**config.mk**
```make
export PLATFORM = sky130hd
export DESIGN_NAME = seg_pattern_encoder
export DESIGN_NICKNAME = d
export VERILOG_FILES = /design/src/rtl/seg_pattern_encoder.sv
export SDC_FILE = /design/constraint.sdc
export NUM_CORES = 1
export LEC_CHECK = 0
export BUFFER_PORTS_ARGS = -buffer_cell sky130_fd_sc_hd__buf_2
export CAP_MARGIN = 20
export CORE_ASPECT_RATIO = 1.4
export CORE_MARGIN = 3
export CORE_UTILIZATION = 30
export CTS_CLUSTER_SIZE = 20
export DETAILED_ROUTE_END_ITERATION = 6
export HOLD_SLACK_MARGIN = 0.06
export PLACE_DENSITY = 0.49
export SYNTH_ARGS = -nofsm -noshare
export SYNTH_HDL_FRONTEND = slang
export SYNTH_SLANG_ARGS = --single-unit
```
**constraint.sdc**
```tcl
create_clock -name Clock -period 4.3 [get_ports Clock]
set_clock_uncertainty 0.1 [all_clocks]
set_input_delay 0.215 -clock Clock [delete_from_list [all_inputs] [get_ports Clock]]
set_output_delay 0.215 -clock Clock [all_outputs]
set_load 0.02 [all_outputs]
```
**src/rtl/seg_pattern_encoder.sv**
```systemverilog
// Active-low 7-segment pattern decoder feeding a 2-entry in-order result FIFO.
// Optional saturating illegal-pattern counter (ERR_CNT) enabled by `define SEG_ERR_CNT_EN.
module seg_pattern_encoder (
    input  logic       Clock,
    input  logic       Reset,
    input  logic       IN_VLD,
    output logic       IN_RDY,
    input  logic [6:0] SEG,
    output logic       OUT_VLD,
    input  logic       OUT_RDY,
    output logic [3:0] OUT_CODE,
    output logic       OUT_BLANK,
    output logic       OUT_ERR
`ifdef SEG_ERR_CNT_EN
    ,
    output logic [7:0] ERR_CNT
`endif
);

    typedef enum logic [1:0] {StEmpty, StOne, StFull} occ_t;

    typedef struct packed {
        logic [3:0] code;
        logic       blank;
        logic       err;
    } entry_t;

    function automatic entry_t decode(input logic [6:0] seg);
        entry_t e;
        e = '{code: 4'h0, blank: 1'b0, err: 1'b0};
        case (seg)
            7'b0000001: e.code = 4'h0;
            7'b1001111: e.code = 4'h1;
            7'b0010010: e.code = 4'h2;
            7'b0000110: e.code = 4'h3;
            7'b1001100: e.code = 4'h4;
            7'b0100100: e.code = 4'h5;
            7'b0100000: e.code = 4'h6;
            7'b0001111: e.code = 4'h7;
            7'b0000000: e.code = 4'h8;
            7'b0000100: e.code = 4'h9;
            7'b0001000: e.code = 4'hA;
            7'b1100000: e.code = 4'hB;
            7'b0110001: e.code = 4'hC;
            7'b1000010: e.code = 4'hD;
            7'b0110000: e.code = 4'hE;
            7'b0111000: e.code = 4'hF;
            7'b1111111: e.blank = 1'b1;
            default:    e.err = 1'b1;
        endcase
        return e;
    endfunction

    occ_t   state;
    entry_t head;
    entry_t tail;
    entry_t new_entry;
    logic   push;
    logic   pop;

    assign new_entry = decode(SEG);
    assign IN_RDY    = !Reset && (state != StFull);
    assign OUT_VLD   = (state != StEmpty);
    assign push      = IN_VLD && IN_RDY;
    assign pop       = OUT_VLD && OUT_RDY;

    // Result fields read as zero whenever no entry is presented.
    assign OUT_CODE  = OUT_VLD ? head.code  : 4'h0;
    assign OUT_BLANK = OUT_VLD ? head.blank : 1'b0;
    assign OUT_ERR   = OUT_VLD ? head.err   : 1'b0;

    always_ff @(posedge Clock or posedge Reset) begin
        if (Reset) begin
            state <= StEmpty;
            head  <= '0;
            tail  <= '0;
        end else begin
            unique case (state)
                StEmpty: begin
                    if (push) begin
                        head  <= new_entry;
                        state <= StOne;
                    end
                end
                StOne: begin
                    if (push && !pop) begin
                        tail  <= new_entry;
                        state <= StFull;
                    end else if (!push && pop) begin
                        state <= StEmpty;
                    end else if (push && pop) begin
                        // Old head leaves as the new entry arrives: it becomes the head.
                        head <= new_entry;
                    end
                end
                StFull: begin
                    if (pop) begin
                        head  <= tail;
                        state <= StOne;
                    end
                end
                default: state <= StEmpty;
            endcase
        end
    end

`ifdef SEG_ERR_CNT_EN
    logic [7:0] err_cnt;

    always_ff @(posedge Clock or posedge Reset) begin
        if (Reset) begin
            err_cnt <= 8'h00;
        end else if (push && new_entry.err && (err_cnt != 8'hFF)) begin
            err_cnt <= err_cnt + 8'h01;
        end
    end

    assign ERR_CNT = err_cnt;
`endif

endmodule

```
==> run metrics <==
Leak 0.571 nW; Final Routed Wirelength 2850 um; Arrival @ worst endpoint 2.55 ns; IO buf count 18; Adder-Cell Fraction of Synth Area 3.18%; RSZ-0062 raised after global routing false; XOR/XNOR share of the synthesized area 0.742%; 1st-iter DRT viols 30; Peak supply drop 170 uV; R2R Setup Slk 1.79 ns; chip width 59.0 um; Hold Startpoint OUT_RDY; most instantiated cells after synthesis nand2_1, dfrtp_1, nor2_1; setup_tns 0 ns; Synth Cell Area 0.00118 sq mm; compound-cell area share of the yosys netlist 20.9%; DRT Pass-1 Iters 4; root buffer cell clkbuf_8; ys async rst share 100%; hold crit path type in -> reg; vias per cell 5.41; grt ovf 0; Via Count 1066; row count 26; dpl hpwl 2230 um; Mean Syn Cell Area 8.26 sq um; Critical Path End Type flip-flop; Critical Path RT 4.34 ns; routed wire length per instance 14.4 um; FMAX 0.398 GHz; Synth top area share 29.7%; CP startpoint kind flip-flop; biggest area consumer among synthesized cells dfrtp_1; die area 0.00474 sq mm; fraction of layout cells with a size suffix above 1 22.6%; Simple-Gate Fraction of Synth Area 35.4%; H-Tree Depth 1; post-CTS sizing 0; Seq cells post-synth 14; fin crit period 2.51 ns; Final setup viols 0; antenna viol nets, final 0; post-synthesis mux area share 0.847%; CTS max path bufs 2; post-synthesis sequential area ratio 29.7%; Synthesized Nets 157; vias in the first global route 1051; gr usage total 13.2%; Yosys cell types 52; main flop type after synthesis dfrtp_1; Antenna diodes 0; Final #Nets 170; global placer's final weighted congestion 0.809; CTS tree built; FF-to-FF Start state[1]$_DFFE_PP0P_; yosys warns 0; reg2reg path depth 9; DRC errors left 0; initial antenna violation count 0; largest net degree at the start of global routing 16; clk sink count 14; max_cap viols 0; Hold Path End state[1]$_DFFE_PP0P_; Critical Path Fanout Max 9; Fin. Hold Viols 0; Area Growth Syn to Fin 10.2%; hold path cells 2; top-count cell post-synth nand2_1; main combinational cell family by area after synthesis simple AND/OR/NAND/NOR gates; Reg clk slew, reported paths 0.06 ns; final cycle utilization of the critical path 58.4%; Slew headroom 61.5%; core area 0.00371 sq mm; Crit Path Class reg -> reg; CTS buffer count 3; number of synthesized flops with an enable pin 0; Pins Over Slew Limit 0; clock insertion delay at the later pin of the skew report 0.24 ns; r2r endpoint head[4]$_DFFE_PP0P_; first-pass GRT wire length 4910 um; status finished, final reports clean; actual slew at the worst max-slew pin 0.577 ns; # IOs 19; non-filler cells, final 197; Die Ht 80.2 um; power density cells 390 mW/mm^2; Syn Inst Count 143; top cells by area, synth dfrtp_1, nand2_1, nor2b_1, nor2_1, ha_1; Initial Util 31.8%; DP Cell Count 192
flip-flops by register name, indices dropped and copies added (netlist names):
register,flops
head,6
tail,6
state,2
routing by layer:
metal	share of wire, %	track usage [%]
met3	3.1	0.643
met1	43	15.2
met5	0	0
met2	52	24.2
met4	2.0	6.12
through the flow:
step / util, % / cell area, sq um / hold WS (ns) / power, W / setup WS (ns)
6_report: 35.1 / 1300 / 0.161 / 0.000507 / 1.79
5_1_grt: 35.1 / 1300 / 0.193 / 0.000543 / 1.55
4_1_cts: 35.1 / 1300 / 0.168 / 0.000514 / 1.76
3_5_place_dp: 33.3 / 1240 / 0.219 / 0.000384 / 1.78
3_3_place_gp: 33.3 / 1240 / 0.216 / 0.000380 / 1.90
2_1_floorplan: - / 1180 / 0.0122 / 0.000343 / 1.95
power breakdown:
| group | total [W] | internal [W] | switching, W |
|---|---|---|---|
| sequential | 0.000196 | 0.000168 | 0.0000282 |
| combinational | 0.000185 | 0.0000683 | 0.000116 |
| clock | 0.000127 | 0.0000811 | 0.0000460 |
area by class of cell:
class | count | area, sq um
clock buffers | 4 | 55.1
fillers | 403 | 2410
inverters | 6 | 22.5
multi-input cells | 112 | 721
flip-flops and latches | 14 | 350
well taps | 42 | 52.6
repair buffers | 19 | 100
kinds of logic (layout without fill, tap and decap cells):
| kind of cell | after synthesis | count (layout) |
|---|---|---|
| compound gates | 35 | 35 |
| fa+ha+maj | 3 | 3 |
| flops | 14 | 14 |
| mux | 1 | 1 |
| simple gates | 72 | 72 |
| xor+xnor | 1 | 1 |
| buf+inv | 17 | 29 |
critical path, stage by stage (launching register included):
cell	delay, ns
dfrtp_1	0.47
nor2_1	0.47
inv_1	0.11
nand2_1	0.11
inv_1	0.06
ha_1	0.18
nor4b_2	0.35
nand2_1	0.09
o21a_2	0.17
a221oi_1	0.29
what timing repair did:
action	4_1_cts	5_1_grt
setup buffers	0	0
hold endpoints to repair	14	0
hold buffers	1	0
how the worst max path moves through the flow:
stage,from,end,slack (ns),cells after the start
3_5_place_dp,state[1]$_DFFE_PP0P_,head[5]$_DFFE_PP0P_,1.78,10
2_1_floorplan,state[0]$_DFFE_PP0P_,head[4]$_DFFE_PP0P_,1.95,10
5_1_grt,state[0]$_DFFE_PP0P_,head[5]$_DFFE_PP0P_,1.55,10
6_report,state[1]$_DFFE_PP0P_,head[4]$_DFFE_PP0P_,1.79,9
4_1_cts,state[1]$_DFFE_PP0P_,head[5]$_DFFE_PP0P_,1.76,10
3_3_place_gp,state[1]$_DFFE_PP0P_,head[5]$_DFFE_PP0P_,1.90,10
cell usage in the layout (no fill, tap or decap), drive strengths merged, types with 4 or more instances in the layout:
master,n
clkbuf,4
nand2,18
nor2,12
inv,6
nor2b,8
o21ai,10
a21oi,7
nor3,7
nor4b,4
buf,18
dfrtp,14
(Power assumes the default switching activity.)
